===== config.mk =====
export PLATFORM = sky130hd
export DESIGN_NAME = obi_mem_arbiter
export DESIGN_NICKNAME = d
export VERILOG_FILES = /design/src/rtl/obi_arb_pkg.sv /design/src/rtl/obi_arb_id_fifo.sv /design/src/rtl/obi_mem_arbiter.sv
export SDC_FILE = /design/constraint.sdc
export NUM_CORES = 1
export LEC_CHECK = 0
export BUFFER_PORTS_ARGS = -buffer_cell sky130_fd_sc_hd__buf_4
export CORE_AREA = 2 2 122 124
export DETAILED_ROUTE_END_ITERATION = 16
export DIE_AREA = 0 0 124 126
export SYNTH_ARGS = -nofsm -noshare
export SYNTH_HDL_FRONTEND = slang
export SYNTH_SLANG_ARGS = --single-unit

===== constraint.sdc =====
create_clock -name clk_i -period 1.5 [get_ports clk_i]
set_input_delay 0.225 -clock clk_i [delete_from_list [all_inputs] [get_ports clk_i]]
set_output_delay 0.225 -clock clk_i [all_outputs]
set_load 0.005 [all_outputs]

===== src/rtl/obi_arb_pkg.sv =====
// Shared types for the two-port OBI memory arbiter.
// Latency: n/a (types and constants only).
// Backpressure: n/a.
package obi_arb_pkg;

  localparam int unsigned DEFAULT_MAX_OUTSTANDING = 2;
  localparam int unsigned DEFAULT_ADDR_W          = 32;
  localparam int unsigned DEFAULT_DATA_W          = 32;

  // Requester identity; also the 1-bit payload of the outstanding-ID FIFO.
  typedef enum logic {
    PORT_INSTR = 1'b0,
    PORT_DATA  = 1'b1
  } port_id_e;

  // Address-phase bundle at the default bus width.
  typedef struct packed {
    logic [DEFAULT_ADDR_W-1:0]   addr;
    logic                        we;
    logic [DEFAULT_DATA_W/8-1:0] be;
    logic [DEFAULT_DATA_W-1:0]   wdata;
  } obi_req_t;

  // Response-phase bundle at the default bus width.
  typedef struct packed {
    logic [DEFAULT_DATA_W-1:0] rdata;
    logic                      err;
  } obi_rsp_t;

endpackage


===== src/rtl/obi_arb_id_fifo.sv =====
// In-order FIFO of 1-bit requester IDs for transactions awaiting a response.
// Latency: head is combinational; when empty a same-cycle push bypasses to head.
// Backpressure: none internally; caller only pushes with space (full+pop is legal).
module obi_arb_id_fifo #(
  parameter  int unsigned DEPTH = 2,
  localparam int unsigned CNT_W = $clog2(DEPTH + 1)
) (
  input  logic             clk_i,
  input  logic             rst_ni,
  input  logic             push_i,
  input  logic             push_id_i,
  input  logic             pop_i,
  output logic             head_o,
  output logic [CNT_W-1:0] count_o,
  output logic             empty_o
);

  localparam int unsigned PTR_W = (DEPTH > 1) ? $clog2(DEPTH) : 1;
  localparam logic [PTR_W-1:0] LAST_PTR = PTR_W'(DEPTH - 1);
  localparam logic [CNT_W-1:0] FULL_CNT = CNT_W'(DEPTH);

  logic [DEPTH-1:0] mem_q, mem_d;
  logic [PTR_W-1:0] wptr_q, wptr_d;
  logic [PTR_W-1:0] rptr_q, rptr_d;
  logic [CNT_W-1:0] count_q, count_d;
  logic             full, empty, do_push, do_pop;

  assign full  = (count_q == FULL_CNT);
  assign empty = (count_q == '0);

  // An empty FIFO with push and pop together passes the ID straight through
  // and keeps no state; otherwise push needs a free slot or a same-cycle pop.
  assign do_push = push_i && !(empty && pop_i) && (!full || pop_i);
  assign do_pop  = pop_i && !empty;

  assign head_o  = empty ? push_id_i : mem_q[rptr_q];
  assign count_o = count_q;
  assign empty_o = empty;

  // Next-state for storage, pointers (wrapping at DEPTH) and occupancy.
  always_comb begin
    mem_d   = mem_q;
    wptr_d  = wptr_q;
    rptr_d  = rptr_q;
    count_d = count_q;
    if (do_push) begin
      mem_d[wptr_q] = push_id_i;
      wptr_d        = (wptr_q == LAST_PTR) ? '0 : wptr_q + 1'b1;
    end
    if (do_pop) begin
      rptr_d = (rptr_q == LAST_PTR) ? '0 : rptr_q + 1'b1;
    end
    case ({do_push, do_pop})
      2'b10:   count_d = count_q + 1'b1;
      2'b01:   count_d = count_q - 1'b1;
      default: count_d = count_q;
    endcase
  end

  // State registers; reset empties the FIFO.
  always_ff @(posedge clk_i or negedge rst_ni) begin
    if (!rst_ni) begin
      mem_q   <= '0;
      wptr_q  <= '0;
      rptr_q  <= '0;
      count_q <= '0;
    end else begin
      mem_q   <= mem_d;
      wptr_q  <= wptr_d;
      rptr_q  <= rptr_d;
      count_q <= count_d;
    end
  end

endmodule


===== src/rtl/obi_mem_arbiter.sv =====
// Shares one OBI memory between instruction (port 0) and data (port 1) requesters.
// Latency: zero added cycles on grant and response paths (both combinational).
// Backpressure: requests withheld when MAX_OUTSTANDING unanswered, unless a response pops this cycle.
// Optional: define OBI_ARB_RR_EN for round-robin; default is fixed priority (data over instr).
module obi_mem_arbiter
  import obi_arb_pkg::*;
#(
  parameter int unsigned MAX_OUTSTANDING = DEFAULT_MAX_OUTSTANDING,
  parameter int unsigned ADDR_W          = 32,
  parameter int unsigned DATA_W          = 32
) (
  input  logic                clk_i,
  input  logic                rst_ni,
  // port 0: instruction fetch
  input  logic                s0_req_i,
  output logic                s0_gnt_o,
  input  logic [ADDR_W-1:0]   s0_addr_i,
  input  logic                s0_we_i,
  input  logic [DATA_W/8-1:0] s0_be_i,
  input  logic [DATA_W-1:0]   s0_wdata_i,
  output logic                s0_rvalid_o,
  output logic [DATA_W-1:0]   s0_rdata_o,
  output logic                s0_err_o,
  // port 1: data load/store
  input  logic                s1_req_i,
  output logic                s1_gnt_o,
  input  logic [ADDR_W-1:0]   s1_addr_i,
  input  logic                s1_we_i,
  input  logic [DATA_W/8-1:0] s1_be_i,
  input  logic [DATA_W-1:0]   s1_wdata_i,
  output logic                s1_rvalid_o,
  output logic [DATA_W-1:0]   s1_rdata_o,
  output logic                s1_err_o,
  // memory side
  output logic                m_req_o,
  input  logic                m_gnt_i,
  output logic [ADDR_W-1:0]   m_addr_o,
  output logic                m_we_o,
  output logic [DATA_W/8-1:0] m_be_o,
  output logic [DATA_W-1:0]   m_wdata_o,
  input  logic                m_rvalid_i,
  input  logic [DATA_W-1:0]   m_rdata_i,
  input  logic                m_err_i,
  output logic                unexp_rvalid_o
);

  localparam int unsigned CNT_W = $clog2(MAX_OUTSTANDING + 1);
  localparam logic [CNT_W-1:0] MAX_CNT = CNT_W'(MAX_OUTSTANDING);

  localparam logic [0:0] ST_UNLOCKED = 1'b0;
  localparam logic [0:0] ST_LOCKED   = 1'b1;

  // Address-phase bundle at this instance's widths.
  typedef struct packed {
    logic [ADDR_W-1:0]   addr;
    logic                we;
    logic [DATA_W/8-1:0] be;
    logic [DATA_W-1:0]   wdata;
  } req_t;

  req_t       s0_req, s1_req, sel_req;
  logic [0:0] state_q, state_d;
  port_id_e   sel_q, sel_d, sel;
  logic       unexp_q, unexp_d;
  logic       space, m_req, handshake, rsp_ok;
  logic       fifo_head, fifo_empty;
  logic [CNT_W-1:0] fifo_count;

  assign s0_req = '{addr: s0_addr_i, we: s0_we_i, be: s0_be_i, wdata: s0_wdata_i};
  assign s1_req = '{addr: s1_addr_i, we: s1_we_i, be: s1_be_i, wdata: s1_wdata_i};

  // A response in this cycle frees a slot, so a full tracker can still grant.
  assign space     = (fifo_count < MAX_CNT) || m_rvalid_i;
  assign m_req     = space && (s0_req_i || s1_req_i);
  assign handshake = m_req && m_gnt_i;

`ifdef OBI_ARB_RR_EN
  port_id_e rr_q, rr_d;

  // Remember the most recently granted port.
  always_comb begin
    rr_d = rr_q;
    if (handshake) rr_d = sel;
  end

  // Round-robin history register.
  always_ff @(posedge clk_i or negedge rst_ni) begin
    if (!rst_ni) rr_q <= PORT_INSTR;
    else         rr_q <= rr_d;
  end
`endif

  // Pick the port driving the address phase; a stalled request stays selected.
  always_comb begin
    sel = PORT_DATA;
    if (state_q == ST_LOCKED) begin
      sel = sel_q;
    end else if (s0_req_i && s1_req_i) begin
`ifdef OBI_ARB_RR_EN
      sel = (rr_q == PORT_DATA) ? PORT_INSTR : PORT_DATA;
`else
      sel = PORT_DATA;
`endif
    end else if (s0_req_i) begin
      sel = PORT_INSTR;
    end
  end

  assign sel_req = (sel == PORT_DATA) ? s1_req : s0_req;

  // Lock onto the selection while the memory stalls the address phase.
  always_comb begin
    state_d = state_q;
    sel_d   = sel_q;
    case (state_q)
      ST_UNLOCKED: begin
        if (m_req && !m_gnt_i) begin
          state_d = ST_LOCKED;
          sel_d   = sel;
        end
      end
      ST_LOCKED: begin
        if (handshake) state_d = ST_UNLOCKED;
      end
      default: state_d = ST_UNLOCKED;
    endcase
  end

  // A response is routable if something is outstanding or is pushed this
  // same cycle; anything else is a stray and latches the sticky flag.
  assign rsp_ok = m_rvalid_i && (!fifo_empty || handshake);

  // Sticky stray-response flag, cleared only by reset.
  always_comb begin
    unexp_d = unexp_q;
    if (m_rvalid_i && fifo_empty && !handshake) unexp_d = 1'b1;
  end

  // Lock state, locked selection and stray-response flag registers.
  always_ff @(posedge clk_i or negedge rst_ni) begin
    if (!rst_ni) begin
      state_q <= ST_UNLOCKED;
      sel_q   <= PORT_INSTR;
      unexp_q <= 1'b0;
    end else begin
      state_q <= state_d;
      sel_q   <= sel_d;
      unexp_q <= unexp_d;
    end
  end

  obi_arb_id_fifo #(
    .DEPTH (MAX_OUTSTANDING)
  ) u_id_fifo (
    .clk_i     (clk_i),
    .rst_ni    (rst_ni),
    .push_i    (handshake),
    .push_id_i (sel),
    .pop_i     (rsp_ok),
    .head_o    (fifo_head),
    .count_o   (fifo_count),
    .empty_o   (fifo_empty)
  );

  // Outputs are forced low while reset is asserted.
  assign m_req_o     = rst_ni && m_req;
  assign m_addr_o    = rst_ni ? sel_req.addr  : '0;
  assign m_we_o      = rst_ni && sel_req.we;
  assign m_be_o      = rst_ni ? sel_req.be    : '0;
  assign m_wdata_o   = rst_ni ? sel_req.wdata : '0;

  assign s0_gnt_o    = rst_ni && handshake && (sel == PORT_INSTR);
  assign s1_gnt_o    = rst_ni && handshake && (sel == PORT_DATA);

  // Only rvalid is steered; rdata and err go to both ports.
  assign s0_rvalid_o = rst_ni && rsp_ok && (fifo_head == 1'b0);
  assign s1_rvalid_o = rst_ni && rsp_ok && (fifo_head == 1'b1);
  assign s0_rdata_o  = rst_ni ? m_rdata_i : '0;
  assign s1_rdata_o  = rst_ni ? m_rdata_i : '0;
  assign s0_err_o    = rst_ni && m_err_i;
  assign s1_err_o    = rst_ni && m_err_i;

  assign unexp_rvalid_o = rst_ni && unexp_q;

endmodule

==> impl_metrics.yaml, run 1 <==
run_status:
  status: "finished, violations left"
  violations: "setup timing"
synth:
  synthFlopType: "dfrtp_1"
  synth_nets: 530
  synth_edf_count: 0
  yosysUniqueCellTypes: 29
  syn_inst: 352
  syn_avg_cell_area_um2: 7.02
  yosysSeqAreaShare_pct: 9.11
  synth_seq_cells: 9
  ys_warn_count: 0
  synth_area_um2: 2470
  async_reset_ff_share_pct: 100
sta:
  fmax_mhz: 554
  tightestPinTransition_ns: 0.345
  report.final.slew_viol_count: 0
  min_period_ns: 1.81
  final-hold-violation-count: 0
  rsz0062_at_grt: "yes"
  finalClockSkew_ns: 0.00536
  timing.final.crit_share_pct: 120
  fin_ws_ns: -0.306
  finalSetupViolCount: 76
  maxSlewHeadroom_pct: 77.0
global_route:
  track_usage_pct: 12.0
  grt_max_degree: 56
  grt-ovfl-total: 0
  grt_pass1_wl_mm: 15.2
  grt_pass1_vias: 3128
  antenna_found_initial: 0
floorplan:
  ioPinCount: 318
  placeableCoreArea_um2: 14300
  die_h_um: 126
  start_util_pct: 17.3
  die-width_um: 124
  dieArea_um2: 15600
  num_rows: 44
route:
  drtIter0Drc: 39
  avgViaCountPerCell: 4.07
  wirelength_mm: 11.2
  route.detailed.drc: 0
  vias: 3369
  wl_per_cell_um: 13.5
  drt-pass1-iter-count: 4
  postRouteAntennaNets: 0
critical_path:
  criticalPathCategory: "reg -> out"
  cp_max_fo: 28
  critPathBufInv: 2
  cp.depth: 6
  critPathRequiredTime_ns: 1.27
  endpoint_kind: "primary output"
  start_kind: "flop"
  critical-path-top-delay-family: "flip-flops"
  arrival_ns: 1.58
  slowest_stage: "dfrtp_2"
  crit_chain: "nor2_4 -> a22o_4 -> buf_12 -> nand2_1 -> a21boi_2 -> buf_4"
  reg2regPathDepth: 8
  slowest_delay_ns: 0.44
clock_network:
  cts-htree-levels: 1
  cts-root-buf: "clkbuf_16"
  clock-sinks: 9
  cts_tree: "yes"
  cts_made_buffers: 3
  clk_latency_ns: 0.24
  clockBufferDepth: 2
  clkTransAtPathRegs_ns: 0.04
pwr:
  report.power.total_mw: 5.67
  powerDensity_nw_per_um2: 1050
  vdd_drop_max_v: 0.000661
  p_leak_nw: 2.77
placed_design:
  dp_hpwl_mm: 8.27
  io_buffers: 317
  placed_area_um2: 4840
  gp_congestion: 0.745
layout:
  stdcell_area_um2: 5420
  multi_input_area_um2: 2040
  diodes: 0
  areaGrowthSynthToFinish_pct: 119
  drive_above_1_share_pct: 73.0
  fin_nets: 823
  final_cell_mix: "buf_4 (327), nand2_1 (110), a21boi_2 (69)"
  layout_commonest_cell: "buf_4"
  fillCellCount: 1484
  seqCellArea_um2: 228
run:
  cap_violations: 0
worst_hold_path:
  hold_class: "in -> async"
logic make-up (layout without fill, tap and decap cells):
kind of cell | after synthesis | in the layout | share of synthesized area, %
AOI/OAI and AO/OA | 75 | 75 | 33.8
xor gates and xnor gates | 5 | 5 | 1.77
adders and majority gates | 1 | 1 | 0.506
buffers and inverters | 61 | 353 | 17.8
DFF | 9 | 9 | 9.11
muxes | 3 | 3 | 1.32
and+or+nand+nor | 198 | 198 | 35.7
final cells by class:
type                            count  share of cell area [%]
Timing Repair Buffer              348                    52.3
Multi-Input combinational cell    282                    37.7
Tap cell                          184                    4.25
Sequential cell                     9                    4.20
Clock buffer                        3                    1.38
Clock inverter                      1                  0.0923
Inverter                            1                  0.0692
timing repair:
action	CTS	global route
hold buffers	2	0
setup endpoints to repair	73	77
cloned	4	2
endpoints found under the hold margin	4	0
gates resized for setup	21	53
pin swaps	4	23
buffers inserted	5	5
layer usage:
| metal | track usage, % | routed length, um | part of all wire, % |
|---|---|---|---|
| met5 | 0 | 0 | 0 |
| met4 | 1.45 | 49 | 0.44 |
| met3 | 2.08 | 1130 | 10 |
| met2 | 24.1 | 5950 | 53 |
| met1 | 13.3 | 4070 | 36 |
synth_stat cells (2+ instances only):
master | n | area, um2
nand2_1 | 144 | 541
a21boi_2 | 69 | 777
buf_4 | 40 | 300
and2_1 | 35 | 219
clkbuf_1 | 11 | 41.3
dfrtp_1 | 9 | 225
buf_6 | 8 | 90.1
nor2_1 | 7 | 26.3
xnor2_1 | 3 | 26.3
a22o_1 | 2 | 17.5
mux2_2 | 2 | 22.5
nand3b_1 | 2 | 15.0
nor2_2 | 2 | 12.5
nor2b_1 | 2 | 12.5
xor2_1 | 2 | 17.5
power breakdown:
group,internal [mW],switching (mW),total [mW]
clock network,0.352,0.122,0.473
logic,2.56,2.18,4.73
registers,0.360,0.107,0.468
total,3.27,2.41,5.67
worst paths after layout:
path,slack [ns],from,to
max,-0.31,flop,m_addr_o[30]
min,0.02,rst_ni,sel_q
max reg2reg,-0.18,u_id_fifo.count_o[1],u_id_fifo.count_o[1]
min reg2reg,0.47,unexp_q,unexp_q
max in group asynchronous,0.78,rst_ni,u_id_fifo.mem_q[0]
min in group clk_i,0.33,s0_req_i,sel_q
metrics by stage:
| step | utilization [%] | setup slack [ns] | std cells | TNS, ns | hold slack, ns |
|---|---|---|---|---|---|
| finish | 37.9 | -0.306 | 828 | -20.15 | 0.0244 |
| global route | 37.9 | -0.384 | 828 | -25.77 | 0.0541 |
| CTS | 36.0 | -0.304 | 822 | -20.69 | 0.0245 |
| detailed placement | 33.8 | -0.144 | 807 | -7.55 | 0.0803 |
| global placement | 33.8 | -0.135 | 807 | -6.44 | 0.0799 |
| floorplan | - | 0.00446 | 352 | 0 | -0.0706 |
(Power assumes the default switching activity.)
==> run 2: changes to the inputs <==
--- a/config.mk
+++ b/config.mk
@@ -9,6 +9,7 @@
 export CORE_AREA = 2 2 122 124
 export DETAILED_ROUTE_END_ITERATION = 16
 export DIE_AREA = 0 0 124 126
+export GPL_TIMING_DRIVEN = 0
 export SYNTH_ARGS = -nofsm -noshare
 export SYNTH_HDL_FRONTEND = slang
 export SYNTH_SLANG_ARGS = --single-unit
==> impl_metrics.yaml, run 2 (synthesis gave the netlist of run 1 again) <==
run_status:
  status: "finished, violations left"
  violations: "setup timing"
pwr:
  p_int_mw: 4.14
  powerDensity_nw_per_um2: 1090
  switching_share_pct: 40.9
  vdd_drop_max_v: 0.000512
  power_frac_seq_pct: 6.9
  pwr-share-comb_pct: 86.2
  p_switching_mw: 2.86
  report.power.total_mw: 7.00
  p_clk_share_pct: 6.9
  p_leak_nw: 3.31
route:
  avgViaCountPerCell: 4.15
  postRouteAntennaNets: 0
  drt-pass1-iter-count: 4
  drtIter0Drc: 53
  route.detailed.drc: 0
  vias: 3707
  wl_per_cell_um: 15.5
  wirelength_mm: 13.9
critical_path:
  endpoint_kind: "primary output"
  slowest_delay_ns: 0.45
  critPathRequiredTime_ns: 1.27
  critPathBufInv: 4
  start_kind: "flop"
  critical-path-top-delay-family: "buffers and inverters"
  arrival_ns: 1.68
  cp_common_cell: "clkbuf_16"
  slowest_stage: "dfrtp_2"
  cp_max_fo: 5
  crit_chain: "buf_6 -> a22o_4 -> clkbuf_16 -> clkbuf_16 -> nand2_4 -> a21boi_2 -> buf_4"
  criticalPathCategory: "reg -> out"
layout:
  drive_above_1_share_pct: 84.2
  post-route-util_pct: 44.8
  layout_commonest_cell: "buf_4"
  fin_nets: 888
  final_cell_mix: "buf_4 (356), a21boi_2 (69), nand2_1 (68)"
  areaGrowthSynthToFinish_pct: 159
  diodes: 0
global_route:
  track_usage_pct: 14.8
  grt_pass1_vias: 3490
  grt_max_degree: 11
  antenna_found_initial: 0
  grt_pass1_wl_mm: 17.9
  grt-ovfl-total: 0
placed_design:
  io_buffers: 317
  gp_congestion: 0.715
  dp_hpwl_mm: 9.97
  dp_slack_ns: -0.866
sta:
  min_period_ns: 1.91
  timing.final.crit_share_pct: 127
  finalClockSkew_ns: 0.00239
  report.final.slew_viol_count: 0
  finalSetupViolCount: 76
  maxSlewHeadroom_pct: 60.9
  tightestPinTransition_ns: 0.587
  fin_ws_ns: -0.405
  fmax_mhz: 525
  hold_slack_ns: 0.261
  rsz0062_at_grt: "yes"
  final-hold-violation-count: 0
floorplan:
  num_rows: 44
  dieArea_um2: 15600
  ioPinCount: 318
  placeableCoreArea_um2: 14300
  start_util_pct: 17.3
  die-width_um: 124
  die_h_um: 126
worst_hold_path:
  hold_class: "in -> reg"
clock_network:
  cts_made_buffers: 3
  cts_tree: "yes"
  clockBufferDepth: 2
  clkTransAtPathRegs_ns: 0.04
  clock-sinks: 9
  clk_latency_ns: 0.24
  cts-root-buf: "clkbuf_16"
  cts-htree-levels: 1
run:
  cap_violations: 0
[run 2: cell type report]
type	count	area [um2]
fill	1457	7910
inverter	1	3.75
buffer	55	597
timing repair buffer	358	3020
sequential	9	226
tap	184	230
multi-input combinational	282	2250
clock buffer	4	78.8
[run 2: path summary, 6_finish.rpt]
| kind | start | to | slack [ns] | depth (start not counted) |
|---|---|---|---|---|
| max | flop | m_addr_o[2] | -0.41 | 7 |
| min | s1_req_i | sel_q | 0.26 | 2 |
| max reg2reg | u_id_fifo.count_o[1] | u_id_fifo.count_o[1] | -0.13 | 7 |
| min reg2reg | unexp_q | unexp_q | 0.47 | 1 |
| max in group asynchronous | rst_ni | async pin | 0.89 | 3 |
| min in group asynchronous | rst_ni | u_id_fifo.wptr_q | 0.46 | 3 |
[run 2: per-stage QoR]
stage / cells / TNS, ns / area [um2]
floorplan: 352 / 0 / 2490
finish: 893 / -27.20 / 6410
global placement: 853 / -70.68 / 5100
CTS: 885 / -26.13 / 5780
global route: 893 / -30.44 / 6410
detailed placement: 853 / -72.29 / 5100
[run 2: power groups by stage]
| stage | registers [mW] | clock network, mW | logic (mW) |
|---|---|---|---|
| finish | 0.483 | 0.485 | 6.03 |
| global route | 0.497 | 0.501 | 6.50 |
| CTS | 0.456 | 0.481 | 4.86 |
| detailed placement | 0.454 | 0 | 3.93 |
| global placement | 0.455 | 0 | 3.91 |
| floorplan | 0.434 | 0 | 2.22 |
[run 2: routing by layer]
| metal | GRT usage (%) | part of all wire (%) | wire length [um] |
|---|---|---|---|
| met1 | 16.0 | 36 | 5030 |
| met2 | 30.0 | 54 | 7520 |
| met3 | 2.67 | 9.1 | 1260 |
| met4 | 1.59 | 0.32 | 44 |
| met5 | 0 | 0 | 0 |
[run 2: timing repair]
action / in CTS / in global routing
endpoints found under the setup margin: 142 / 104
hold buffers: 1 / 0
setup buffers: 20 / 5
gates cloned: 7 / 8
endpoints found under the hold margin: 9 / 0
pin swaps: 6 / 60
resized for setup: 69 / 139
==> run 3: changes to the inputs <==
--- a/config.mk
+++ b/config.mk
@@ -7,6 +7,7 @@
 export LEC_CHECK = 0
 export BUFFER_PORTS_ARGS = -buffer_cell sky130_fd_sc_hd__buf_4
 export CORE_AREA = 2 2 122 124
+export CTS_BUF_LIST = sky130_fd_sc_hd__clkbuf_4
 export DETAILED_ROUTE_END_ITERATION = 16
 export DIE_AREA = 0 0 124 126
 export GPL_TIMING_DRIVEN = 0
==> impl_metrics.yaml, run 3 (synthesis gave the netlist of run 1 again) <==
clock_network:
  clockBufferDepth: 2
  cts-htree-levels: 1
  clkTransAtPathRegs_ns: 0.06
  cts-root-buf: "clkbuf_4"
  clock-sinks: 9
  cts_made_buffers: 3
  cts_tree: "yes"
  clk_latency_ns: 0.26
route:
  drtIter0Drc: 57
  wirelength_mm: 12.6
  wl_per_cell_um: 14.4
  postRouteAntennaNets: 0
  drt-pass1-iter-count: 6
  route.detailed.drc: 0
  avgViaCountPerCell: 4.07
  vias: 3561
global_route:
  grt-ovfl-total: 0
  grt_pass1_wl_mm: 16.9
  grt_pass1_vias: 3346
  grt_max_degree: 11
  antenna_found_initial: 0
  track_usage_pct: 13.7
layout:
  multi_input_area_um2: 2020
  final_cells: 875
  seqCellArea_um2: 228
  final_cell_mix: "buf_4 (357), nand2_1 (113), a21boi_2 (69)"
  fin_nets: 870
  drive_above_1_share_pct: 74.0
  diodes: 0
  areaGrowthSynthToFinish_pct: 132
  fillCellCount: 1559
  layout_commonest_cell: "buf_4"
pwr:
  p_switching_mw: 2.49
  vdd_drop_max_v: 0.000448
  p_int_mw: 3.40
  switching_share_pct: 42.3
  pwr-share-comb_pct: 88.4
  p_clk_share_pct: 3.5
  powerDensity_nw_per_um2: 1030
  power_frac_seq_pct: 8.1
  p_leak_nw: 2.99
  report.power.total_mw: 5.89
sta:
  tns_ns: -28.88
  fin_ws_ns: -0.411
  tightestPinTransition_ns: 0.611
  hold_slack_ns: 0.237
  finalClockSkew_ns: 0.00118
  min_period_ns: 1.91
  maxSlewHeadroom_pct: 59.3
  rsz0062_at_grt: "yes"
  final-hold-violation-count: 0
  fmax_mhz: 523
  finalSetupViolCount: 110
  timing.final.crit_share_pct: 127
  report.final.slew_viol_count: 0
critical_path:
  cp_max_fo: 10
  endpoint_kind: "primary output"
  criticalPathCategory: "reg -> out"
  start_kind: "flop"
  slowest_stage: "dfrtp_2"
  arrival_ns: 1.69
  slowest_delay_ns: 0.46
  rrSetupSlack_ns: -0.13
  critPathCapture: "m_be_o[2]"
  reg2regPathDepth: 7
  r2r_end: "u_id_fifo.count_o[1]"
  critPathRequiredTime_ns: 1.27
  r2r_start: "u_id_fifo.count_o[1]"
  crit_chain: "nor2_4 -> a22o_4 -> buf_12 -> buf_8 -> nand2_1 -> a21boi_2 -> buf_4"
run_status:
  violations: "setup timing"
  status: "finished, violations left"
placed_design:
  gp_congestion: 0.715
  place_inst: 853
  dp_hpwl_mm: 9.97
  io_buffers: 317
floorplan:
  die-width_um: 124
  die_h_um: 126
  start_util_pct: 17.3
  ioPinCount: 318
  dieArea_um2: 15600
  num_rows: 44
  placeableCoreArea_um2: 14300
run:
  cap_violations: 0
worst_hold_path:
  hold_class: "in -> reg"
run 3: cell types whose count changed in the layout (fill, tap and decap cells not counted), sizes merged:
cell    before  now
buf        390  379
clkbuf      26   18
bufbuf       0    1
run 3: power by group through the flow:
stage	clock (mW)	sequential (mW)	combinational, mW
finish	0.205	0.476	5.20
global route	0.219	0.490	5.65
CTS	0.208	0.454	4.53
detailed placement	0	0.454	3.93
global placement	0	0.455	3.91
floorplan	0	0.434	2.22
run 3: layout make-up:
type | instances | share of cell area (%)
timing repair buffer | 336 | 46.8
multi-input combinational | 282 | 35.2
buffer | 59 | 9.42
tap | 184 | 4.02
sequential | 9 | 3.98
clock buffer | 4 | 0.525
inverter | 1 | 0.0656
run 3: critical path: cells and delay by family, from the launching register on:
| kind | cells | cell delay, ns |
|---|---|---|
| buffers and inverters | 3 | 0.41 |
| AO/OA/AOI/OAI | 2 | 0.33 |
| flip-flops | 1 | 0.46 |
| AND/OR/NAND/NOR | 2 | 0.22 |
run 3: through the flow:
stage	worst slack, ns	cell area [um2]	util, %
4_1_cts	-0.426	5350	37.4
3_5_place_dp	-0.866	5100	35.6
2_1_floorplan	0.00446	2490	-
3_3_place_gp	-0.872	5100	35.6
6_report	-0.411	5720	40.0
5_1_grt	-0.489	5720	40.0
run 3: timing repair:
item,4_1_cts,5_1_grt
pin swaps,5,16
hold endpoints to repair,9,0
endpoints found under the setup margin,142,143
gates resized for setup,31,69
hold buffers,1,0
buffers inserted,7,5
cloned,1,5
run 3: layer usage:
metal / share of wire (%) / up-vias / global-route usage [%]
met3: 9.3 / 2 / 2.45
met1: 38 / 1583 / 15.4
met4: 0.063 / 0 / 0.991
li1: - / 1786 / -
met5: 0 / - / 0
met2: 53 / 190 / 27.4
run 3: how the worst min path moves through the flow:
stage,depth (start not counted),endpoint,start
floorplan,0,async pin,rst_ni
global placement,1,async pin,rst_ni
detailed placement,1,async pin,rst_ni
CTS,2,sel_q,s1_req_i
global route,2,sel_q,s1_req_i
finish,2,sel_q,s1_req_i
